File: src/rtl/imem_loader_if.sv
// Byte-stream handshake and program-memory write bus between the loader
// (slave) and the stream source / program memory (master).
interface imem_loader_if #(
  parameter int ADDR_W = 5
);
  logic              byte_valid;
  logic [7:0]        byte_data;
  logic              byte_ready;
  logic              mem_we;
  logic [ADDR_W-1:0] mem_addr;
  logic [31:0]       mem_wdata;

  modport master (
    output byte_valid, byte_data,
    input  byte_ready, mem_we, mem_addr, mem_wdata
  );

  modport slave (
    input  byte_valid, byte_data,
    output byte_ready, mem_we, mem_addr, mem_wdata
  );
endinterface

File: src/rtl/imem_loader.sv
// Program-load controller: framed byte stream -> little-endian 32-bit words
// written to program memory; core held until a checksum-verified image exists.
module imem_loader #(
  parameter int DEPTH  = 32,
  parameter int ADDR_W = 5
) (
  input  logic           clk,
  input  logic           rst,
  input  logic           start,
  imem_loader_if.slave   bus,
  output logic           busy,
  output logic           done,
  output logic           error,
  output logic           core_hold
);

  localparam int             IDX_W   = ADDR_W + 1;
  localparam logic [8:0]     DEPTH_9 = 9'(DEPTH);

  typedef enum logic [2:0] {
    S_IDLE, S_HDR, S_DATA, S_WRITE, S_CSUM, S_DONE, S_ERR
  } state_t;

  state_t           state;
  logic [IDX_W-1:0] idx;
  logic [IDX_W-1:0] n_words;
  logic [IDX_W-1:0] idx_next;
  logic [1:0]       lane;
  logic [7:0]       csum;
  logic [23:0]      word_lo;
  logic             xfer;
  logic             hdr_bad;

  always_comb begin
    bus.byte_ready = (state == S_HDR) || (state == S_DATA) || (state == S_CSUM);
    xfer           = bus.byte_valid && bus.byte_ready;
    idx_next       = idx + 1'b1;
    hdr_bad        = (bus.byte_data == 8'd0) || ({1'b0, bus.byte_data} > DEPTH_9);
  end

  always_ff @(posedge clk) begin
    if (rst) begin
      state         <= S_IDLE;
      idx           <= '0;
      n_words       <= '0;
      lane          <= '0;
      csum          <= '0;
      word_lo       <= '0;
      bus.mem_we    <= 1'b0;
      bus.mem_addr  <= '0;
      bus.mem_wdata <= '0;
      busy          <= 1'b0;
      done          <= 1'b0;
      error         <= 1'b0;
      core_hold     <= 1'b1;
    end else begin
      case (state)
        S_IDLE, S_DONE, S_ERR: begin
          if (start) begin
            state     <= S_HDR;
            idx       <= '0;
            lane      <= '0;
            csum      <= '0;
            busy      <= 1'b1;
            done      <= 1'b0;
            error     <= 1'b0;
            core_hold <= 1'b1;
          end
        end

        S_HDR: begin
          if (xfer) begin
            if (hdr_bad) begin
              state <= S_ERR;
              busy  <= 1'b0;
              error <= 1'b1;
            end else begin
              // Header already bounded by DEPTH, so it fits the index width.
              n_words <= IDX_W'(bus.byte_data);
              state   <= S_DATA;
            end
          end
        end

        S_DATA: begin
          if (xfer) begin
            csum <= csum ^ bus.byte_data;
            lane <= lane + 1'b1;
            // Top lane goes straight to the write register with the lower three.
            case (lane)
              2'd0: word_lo[7:0]   <= bus.byte_data;
              2'd1: word_lo[15:8]  <= bus.byte_data;
              2'd2: word_lo[23:16] <= bus.byte_data;
              default: begin
                state         <= S_WRITE;
                bus.mem_we    <= 1'b1;
                bus.mem_addr  <= idx[ADDR_W-1:0];
                bus.mem_wdata <= {bus.byte_data, word_lo};
              end
            endcase
          end
        end

        S_WRITE: begin
          bus.mem_we <= 1'b0;
          idx        <= idx_next;
          state      <= (idx_next == n_words) ? S_CSUM : S_DATA;
        end

        S_CSUM: begin
          if (xfer) begin
            busy <= 1'b0;
            if (bus.byte_data == csum) begin
              state     <= S_DONE;
              done      <= 1'b1;
              core_hold <= 1'b0;
            end else begin
              state <= S_ERR;
              error <= 1'b1;
            end
          end
        end

        default: state <= S_IDLE;
      endcase
    end
  end

endmodule

File: src/flat_wrapper.sv
// flat-port wrapper written by rule: the top's interface ports become plain ports
module imem_loader_flat 
#(
  parameter int DEPTH  = 32,
  parameter int ADDR_W = 5
)
  (clk, rst, start, busy, done, error, core_hold, bus_byte_valid, bus_byte_data, bus_byte_ready, bus_mem_we, bus_mem_addr, bus_mem_wdata);
  imem_loader_if #(.ADDR_W(ADDR_W)) bus_i ();
  input  logic clk;
  input  logic rst;
  input  logic start;
  output logic busy;
  output logic done;
  output logic error;
  output logic core_hold;
  input wire logic [$bits(bus_i.byte_valid)-1:0] bus_byte_valid;
  input wire logic [$bits(bus_i.byte_data)-1:0] bus_byte_data;
  output wire logic [$bits(bus_i.byte_ready)-1:0] bus_byte_ready;
  output wire logic [$bits(bus_i.mem_we)-1:0] bus_mem_we;
  output wire logic [$bits(bus_i.mem_addr)-1:0] bus_mem_addr;
  output wire logic [$bits(bus_i.mem_wdata)-1:0] bus_mem_wdata;
  assign bus_i.byte_valid = bus_byte_valid;
  assign bus_i.byte_data = bus_byte_data;
  assign bus_byte_ready = bus_i.byte_ready;
  assign bus_mem_we = bus_i.mem_we;
  assign bus_mem_addr = bus_i.mem_addr;
  assign bus_mem_wdata = bus_i.mem_wdata;
  imem_loader #(.DEPTH(DEPTH), .ADDR_W(ADDR_W)) u_core (.clk(clk), .rst(rst), .start(start), .bus(bus_i), .busy(busy), .done(done), .error(error), .core_hold(core_hold));
endmodule
File: config.mk
export PLATFORM = sky130hd
export DESIGN_NAME = imem_loader_flat
export DESIGN_NICKNAME = d
export VERILOG_FILES = /design/src/rtl/imem_loader_if.sv /design/src/rtl/imem_loader.sv /design/src/flat_wrapper.sv
export SDC_FILE = /design/constraint.sdc
export NUM_CORES = 1
export LEC_CHECK = 0
export ABC_AREA = 1
export CAP_MARGIN = 10
export CELL_PAD_IN_SITES_DETAIL_PLACEMENT = 1
export CELL_PAD_IN_SITES_GLOBAL_PLACEMENT = 1
export CORE_MARGIN = 5
export CORE_UTILIZATION = 36
export CTS_CLUSTER_DIAMETER = 150
export DETAILED_ROUTE_END_ITERATION = 8
export PLACE_DENSITY = 0.76
export SYNTH_ARGS = -nofsm -noshare
export SYNTH_HDL_FRONTEND = slang
export SYNTH_SLANG_ARGS = --single-unit
File: constraint.sdc
create_clock -name clk -period 4.31 [get_ports clk]
set_clock_uncertainty 0.15 [all_clocks]
set_input_delay 0.862 -clock clk [delete_from_list [all_inputs] [get_ports clk]]
set_output_delay 0.862 -clock clk [all_outputs]
set_load 0.02 [all_outputs]
==> flow_metrics.tcl, run 1 <==
set metrics [dict create \
    setup_tns_ns 0 \
    fin_util 0.437 \
    layout-drive-gt1-share 0.0554 \
    hp-class "reg -> reg" \
    ir_worst_vdd_mv 0.271 \
    gr-total-overflow 0 \
    drtIter0Drc 169 \
    fp-row-count 38 \
    max_clock_freq_ghz 0.327 \
    track_usage 0.168 \
    hold_violations 0 \
    critPathCaptureType "output port" \
    synth.avg_cell_area_um2 7.20 \
    io_buffers 54 \
    max_cap_violations 0 \
    r2r-end "u_core.bus.mem_wdata[24]$_SDFFE_PP0P_" \
    coreArea_um2 10900 \
    syn-instance-count 558 \
    outcome "complete, no violations" \
    ant_nets 0 \
    worstHoldStart "u_core.error$_SDFFE_PP0P_" \
    start_util 0.369 \
    cts.sinks 91 \
    post-route-min-period_ns 3.06 \
    drt-wirelength-per-cell_um 14.7 \
    synth-seq-cells 91 \
    dieArea_um2 13400 \
    rrSetupSlack_ns 1.67 \
    final_common_cell "nand2_1" \
    antenna_cells 0 \
    vias 3743 \
    ys_seq_area_frac 0.454 \
    synth_fp_nets 575 \
    p_leak_nw 1.66 \
    holdPathStages 2 \
    cts-root-buf "clkbuf_8" \
    relSlewSlack 0.491 \
    netlist-cell-type-count 25 \
    layout.nets 608 \
    seqCellArea_um2 1820 \
    drc 0 \
    pre_cts_ws_ns 1.29 \
    cts_buffers 9 \
    fillers 1385 \
    p_int_w 0.00139 \
    clkPwrFrac 0.250 \
    wirelength_um 10800 \
    chipWidth_um 116 \
    p_sw_frac 0.393 \
    tightest_slew_ns 0.762 \
    switchingPower_w 0.000899 \
    grt_pass1_vias 3708 \
    slew_viol_final 0 \
    clk_latency_ns 0.35 \
    post_cts.repair.setup_buffers 0 \
    combPwrFrac 0.322 \
    cts_resized 0 \
    clk_pin_slew_ns 0.10 \
    finalPower_w 0.00229 \
    cp.arrival_ns 2.05 \
    power_frac_seq 0.427 \
    cts_tree "built" \
    grt_max_degree 59 \
    cts.path.max_buffers 2 \
    mostFrequentLayoutCells "nand2_1 (131), dfxtp_1 (91), a21oi_1 (90)" \
    netlist_area_um2 4020 \
    worst_slack_ns 1.25 \
    power_density_nw_per_um2 481 \
    place_congestion 0.812 \
    reg2reg_depth 9 \
    crit_fanout 14 \
    yosys_warnings 0 \
    dp_hpwl_um 7540 \
    multi_input_area_um2 1830 \
    die_y_um 116 \
    setup.worst_path.start_class "register" \
    io_pins 55 \
    h-tree-depth 3 \
    setup_viol 0 \
    critical_path_class "reg -> out" \
    hold_buffers 0 \
    min_to "u_core.error$_SDFFE_PP0P_" \
    required_ns 3.30 \
    period_share 0.709 \
    drt_first_pass_iters 4 \
    timing.hold.ws_ns 0.307 \
    antenna_found_initial 0 \
    rsz0062_at_grt "no" \
    grt_first_pass_wirelength_um 18300 \
    regToRegStartpoint "u_core.state[1]$_SDFFE_PP0P_" \
    syn_to_final_growth_pct 18.4 \
    routed_via_density 5.09 \
]
-- kinds of logic (layout without fill, tap and decap cells) --
logic type / after synthesis / after routing / share of synthesized area
xor gates and xnor gates: 8 / 8 / 0.0174
buffers and inverters: 80 / 118 / 0.0910
adders and majority gates: 5 / 5 / 0.0156
AOI/OAI and AO/OA: 112 / 112 / 0.142
DFF: 91 / 91 / 0.454
and+or+nand+nor: 262 / 262 / 0.280
-- Yosys cell counts, drive strengths merged --
| library cell | instances | share of area |
|---|---|---|
| a211oi | 1 | 0.0019 |
| nand2 | 134 | 0.13 |
| clkbuf | 23 | 0.021 |
| nand4 | 3 | 0.0047 |
| ha | 5 | 0.016 |
| nor3 | 2 | 0.0025 |
| o211ai | 2 | 0.0037 |
| nor2 | 38 | 0.039 |
| inv | 42 | 0.039 |
| o21ai | 17 | 0.021 |
| a31oi | 1 | 0.0016 |
| xnor2 | 8 | 0.017 |
| nand3 | 83 | 0.10 |
| o21bai | 1 | 0.0019 |
| buf | 15 | 0.030 |
| dfxtp | 91 | 0.45 |
| a21oi | 90 | 0.11 |
| nand3b | 2 | 0.0037 |
-- power groups by stage --
stage / Combinational [W] / Clock, W / Sequential (W)
final: 0.000737 / 0.000573 / 0.000977
after global routing: 0.000838 / 0.000623 / 0.000989
after CTS: 0.000749 / 0.000584 / 0.000978
after global placement: 0.000715 / 0 / 0.000993
after floorplan: 0.000539 / 0 / 0.000994
after detailed placement: 0.000741 / 0 / 0.000998
-- cell type report --
cell class              instances  area share
repair buffers                 60       0.122
flip-flops and latches         91       0.383
multi-input cells             387       0.386
clock inverters                 7      0.0134
clock buffers                   9      0.0260
inverters                      42      0.0331
well taps                     140      0.0368
-- registers in the layout, summed over array words and instances, names as in the netlist, 2 cells and up --
| name | cells |
|---|---|
| u_core.word_lo | 24 |
| u_core.n_words | 6 |
| u_core.bus.mem_wdata | 32 |
| u_core.state | 3 |
| u_core.bus.mem_addr | 5 |
| u_core.csum | 8 |
| u_core.lane | 2 |
| u_core.idx | 6 |
-- routing by layer --
layer	vias up	GRT usage	wire length (um)	share of wire
li1	1889	-	-	-
met1	1781	0.235	5310	0.49
met2	61	0.272	4960	0.46
met3	12	0.0272	436	0.040
met4	0	0.0394	127	0.012
met5	-	0	0	0
-- worst max-delay path, cell delays in order (launching register included) --
cell             delay (ns)
dfxtp_1                0.43
nand2_1                0.12
nor2_2                 0.20
inv_2                  0.18
nand2_2                0.14
clkdlybuf4s50_1        0.61
-- per-stage QoR --
stage | cells | cell area, um2
after CTS | 736 | 4760
after global placement | 720 | 4570
after floorplan | 558 | 4020
after global routing | 736 | 4760
final | 736 | 4760
after detailed placement | 720 | 4570
-- how the worst max path moves through the flow --
stage / from / end / slack [ns] / cells past startpoint
floorplan: bus_byte_data[2] / u_core.n_words[0]$_SDFFE_PP0P_ / 2.07 / 11
global placement: bus_byte_valid / u_core.word_lo[10]$_SDFFE_PP0P_ / 1.34 / 6
detailed placement: bus_byte_valid / u_core.bus.mem_wdata[24]$_SDFFE_PP0P_ / 1.29 / 7
CTS: u_core.state[1]$_SDFFE_PP0P_ / bus_byte_ready / 1.22 / 5
global route: u_core.state[1]$_SDFFE_PP0P_ / bus_byte_ready / 1.13 / 5
finish: u_core.state[1]$_SDFFE_PP0P_ / bus_byte_ready / 1.25 / 5
(Power assumes the default switching activity.)
==> run 2, diff against run 1 <==
- CORE_UTILIZATION: 36 -> 35
- PLACE_DENSITY: 0.76 -> 0.78
- clock period: 4.31 -> 2.4 ns (I/O delays scaled with it)
==> flow_metrics.tcl, run 2 (same netlist as run 1, synthesis figures left out) <==
set metrics [dict create \
    outcome "complete, no violations" \
    cts_buffers 9 \
    drt_first_pass_iters 5 \
    p_leak_nw 1.78 \
    required_ns 1.77 \
    rrSetupSlack_ns 0.26 \
    hold_buffers 0 \
    critPathCaptureType "output port" \
    holdPathStages 2 \
    ir_worst_vdd_mv 0.642 \
    period_share 0.939 \
    r2r-end "u_core.csum[7]$_SDFFE_PP0P_" \
    dp_hpwl_um 8190 \
    cts-root-buf "clkbuf_16" \
    hp-class "reg -> reg" \
    antenna_found_initial 0 \
    top_register "u_core.bus.mem_wdata" \
    power_density_nw_per_um2 908 \
    antenna_cells 0 \
    io_pins 55 \
    cts_tree "built" \
    io_buffers 54 \
    cts.path.max_buffers 2 \
    post-route-min-period_ns 2.25 \
    dieArea_um2 13700 \
    drc 0 \
    layout-drive-gt1-share 0.0739 \
    slew_viol_final 0 \
    worstHoldStart "u_core.error$_SDFFE_PP0P_" \
    vias 3788 \
    min_to "u_core.error$_SDFFE_PP0P_" \
    fillers 1465 \
    crit_fanout 6 \
    max_clock_freq_ghz 0.444 \
    clk_pin_slew_ns 0.06 \
    grt_pass1_vias 3911 \
    rsz0062_at_grt "no" \
    grt_max_degree 74 \
    cp.arrival_ns 1.62 \
    coreArea_um2 11300 \
    max_cap_violations 0 \
    track_usage 0.178 \
    top_regs "u_core.bus.mem_wdata (32), u_core.word_lo (24), u_core.csum (8)" \
    relSlewSlack 0.608 \
    routed_via_density 5.04 \
    setup.worst_path.start_class "register" \
    finalPower_w 0.00452 \
    grt_first_pass_wirelength_um 19200 \
    drtIter0Drc 211 \
    wirelength_um 11500 \
    fp-row-count 39 \
    reg2reg_depth 10 \
    start_util 0.355 \
    regToRegStartpoint "u_core.state[1]$_SDFFE_PP0P_" \
    tightest_slew_ns 0.588 \
    mostFrequentLayoutCells "nand2_1 (131), dfxtp_1 (91), a21oi_1 (90)" \
    setup_viol 0 \
    hold_violations 0 \
    cts.sinks 91 \
    critical_path_class "reg -> out" \
    timing.hold.ws_ns 0.298 \
    die_y_um 117 \
    drt-wirelength-per-cell_um 15.3 \
    layout.nets 623 \
    place_congestion 0.877 \
    h-tree-depth 3 \
    clk_latency_ns 0.35 \
    syn_to_final_growth_pct 24.1 \
    ant_nets 0 \
    largest_reg_flops 32 \
    gr-total-overflow 0 \
    final_common_cell "nand2_1" \
    chipWidth_um 117 \
]
[run 2: worst max-delay path by stage]
stage / start / slack, ns / cells after the start / end
finish: u_core.state[0]$_SDFFE_PP0P_ / 0.15 / 7 / bus_byte_ready
detailed placement: bus_byte_data[3] / -0.12 / 11 / u_core.n_words[0]$_SDFFE_PP0P_
CTS: u_core.state[0]$_SDFFE_PP0P_ / 0.13 / 7 / bus_byte_ready
floorplan: bus_byte_data[2] / 0.54 / 11 / u_core.n_words[0]$_SDFFE_PP0P_
global route: u_core.state[1]$_SDFFE_PP0P_ / 0.05 / 5 / bus_byte_ready
global placement: bus_byte_data[3] / 0.06 / 11 / u_core.n_words[3]$_SDFFE_PP0P_
[run 2: repair_timing]
action,4_1_cts,5_1_grt
endpoints found under the setup margin,1,1
buffers inserted,0,0
gates cloned,0,0
resized for setup,1,1
[run 2: critical path, cell delays in order, from the launching register on]
cell and delay [ns]:
dfxtp_1 0.44, nand2_2 0.11, nor2_4 0.14, inv_2 0.08
nand2_1 0.07, inv_2 0.04, nand2_2 0.07, dlygate4sd2_1 0.33
[run 2: through the flow]
stage	std cells	setup slack (ns)	utilization	TNS [ns]	area (um2)
after floorplan	558	0.544	-	0	4020
after global placement	738	0.0570	0.415	0	4700
after detailed placement	738	-0.124	0.415	-0.286	4700
after CTS	752	0.133	0.440	0	4980
after global routing	752	0.0493	0.440	0	4980
final	752	0.147	0.440	0	4980
[run 2: final cells by class]
type                       instances  area, um2  area share
clock buffer                      12        246      0.0495
inverter                          42        158      0.0316
multi-input combinational        387       1840       0.369
timing repair buffer              75        704       0.141
sequential                        91       1820       0.366
clock inverter                     2       37.5     0.00753
tap                              143        179      0.0359
[run 2: power by group]
part	internal [W]	switching [W]
registers	0.00165	0.000114
logic	0.000460	0.000896
clock network	0.000825	0.000579
total	0.00293	0.00159
[run 2: metal layers]
layer | global-route usage | routed length, um | up-vias
met5 | 0 | 0 | -
met4 | 0.0420 | 131 | 0
met3 | 0.0494 | 469 | 9
met2 | 0.301 | 5510 | 60
met1 | 0.225 | 5380 | 1807
li1 | - | - | 1912
==> run 3, diff against run 2 <==
- CORE_UTILIZATION: 35 -> 36
- DONT_BUFFER_PORTS: unset -> 1
- PLACE_DENSITY: 0.78 -> 0.7
==> flow_metrics.tcl, run 3 (same netlist as run 1, synthesis figures left out) <==
set metrics [dict create \
    crit_top_cell "nand2_1" \
    ant_nets 0 \
    drc 0 \
    clk_pin_slew_ns 0.09 \
    max_cap_violations 0 \
    fin_area_um2 4330 \
    cp.arrival_ns 2.27 \
    layout.nets 562 \
    die_y_um 116 \
    outcome "complete, no violations" \
    placed_area_um2 4080 \
    clk_latency_ns 0.38 \
    drtIter0Drc 111 \
    coreArea_um2 10900 \
    antenna_found_initial 0 \
    layout-drive-gt1-share 0.0709 \
    dp_hpwl_um 7660 \
    path_buf_inv 2 \
    hp-class "in -> reg" \
    cts.path.max_buffers 2 \
    routed_via_density 5.18 \
    p_leak_nw 1.53 \
    post_cts.repair.setup_buffers 0 \
    post-route-min-period_ns 2.17 \
    grt_max_degree 69 \
    critical_path_class "reg -> reg" \
    dp.cells 672 \
    chipWidth_um 116 \
    worst_slack_ns 0.231 \
    ir_worst_vdd_mv 0.561 \
    rsz0062_at_grt "no" \
    setup_viol 0 \
    fillers 1371 \
    drt_first_pass_iters 4 \
    dieArea_um2 13400 \
    start_util 0.369 \
    cts_tree "built" \
    use_met3 0.0449 \
    gr-usage-met1 0.216 \
    worst_path_max_delay_cell "dfxtp_1" \
    period_share 0.904 \
    tightest_slew_ns 0.509 \
    vias 3573 \
    drt-wirelength-per-cell_um 16.0 \
    cpLargestDelayFamily "simple AND/OR/NAND/NOR gates" \
    final_common_cell "nand2_1" \
    grt_use_met2 0.295 \
    cpPeakStageDelay_ns 0.43 \
    pre_cts_ws_ns 0.221 \
    grt.busiest_layer "met2" \
    grt_pass1_vias 3808 \
    mostFrequentLayoutCells "nand2_1 (131), dfxtp_1 (91), a21oi_1 (90)" \
    fp-row-count 38 \
    max_clock_freq_ghz 0.461 \
    track_usage 0.176 \
    gr-total-overflow 0 \
    io_pins 55 \
    largest_reg_flops 32 \
    io_buffers 0 \
    power_density_nw_per_um2 956 \
    relSlewSlack 0.657 \
    cts.sinks 91 \
    instances_no_fill 690 \
    cts-root-buf "clkbuf_8" \
    cts_resized 0 \
    syn_to_final_growth_pct 7.69 \
    required_ns 2.50 \
    top_register "u_core.bus.mem_wdata" \
    h-tree-depth 3 \
    setup.worst_path.start_class "register" \
    cts_buffers 9 \
    place_congestion 0.767 \
    wirelength_um 11100 \
    grt_first_pass_wirelength_um 18500 \
    critPathCaptureType "register" \
    top_regs "u_core.bus.mem_wdata (32), u_core.word_lo (24), u_core.csum (8)" \
    slew_viol_final 0 \
    crit_fanout 24 \
    antenna_cells 0 \
    hold_violations 0 \
    cp_cell_sequence "nand2_1 > nor2_2 > inv_2 > nand2_2 > nand2_2 > nor2_4 > nand2_1 > buf_4 > nand2_1 > a21oi_1" \
    setup_tns_ns 0 \
    fin_util 0.397 \
]
run 3: cell count changes in the layout (fill, tap and decap cells not counted), moves of 2 or more:
cell	change
clkbuf_8	+9
inv_6	+2
clkbuf_16	-9
clkbuf_1	-2
buf_4	-8
clkdlybuf4s50_1	-52
run 3: layout make-up:
| cell class | instances | area, um2 | area share |
|---|---|---|---|
| multi-input cells | 387 | 1830 | 0.424 |
| flip-flops and latches | 91 | 1820 | 0.421 |
| well taps | 140 | 175 | 0.0405 |
| inverters | 42 | 158 | 0.0364 |
| clock buffers | 10 | 138 | 0.0318 |
| repair buffers | 14 | 128 | 0.0295 |
| clock inverters | 6 | 71.3 | 0.0165 |
run 3: through the flow:
stage / hold WS [ns] / total power (W)
4_1_cts: 0.0684 / 0.00420
3_3_place_gp: 0.296 / 0.00299
6_report: 0.0917 / 0.00413
5_1_grt: 0.0851 / 0.00443
2_1_floorplan: 0.286 / 0.00275
3_5_place_dp: 0.298 / 0.00303
run 3: repair_timing:
action                     4_1_cts  5_1_grt
setup endpoints to repair        0        0
hold buffers                     2        0
hold endpoints to repair        68        0
run 3: final timing paths:
check / cells after the start / end / start / slack [ns]
hold reg to reg: 2 / u_core.csum[4]$_SDFFE_PP0P_ / u_core.csum[4]$_SDFFE_PP0P_ / 0.31
hold / removal: 2 / u_core.n_words[2]$_SDFFE_PP0P_ / bus_byte_data[2] / 0.09
setup reg to reg: 10 / u_core.bus.mem_wdata[16]$_SDFFE_PP0P_ / u_core.state[1]$_SDFFE_PP0P_ / 0.23
setup / recovery: 10 / u_core.bus.mem_wdata[16]$_SDFFE_PP0P_ / u_core.state[1]$_SDFFE_PP0P_ / 0.23
run 3: where the power goes:
part           internal, W  total, W  switching [W]
clock network     0.000523   0.00112       0.000596
logic             0.000408   0.00123       0.000823
registers          0.00165   0.00178       0.000138
total              0.00258   0.00413        0.00156
run 3: metal layers:
metal,wire [um],vias to the layer above,part of all wire
li1,-,1795,-
met1,5110,1710,0.46
met2,5160,53,0.47
met3,572,15,0.052
met4,212,0,0.019
met5,0,-,0
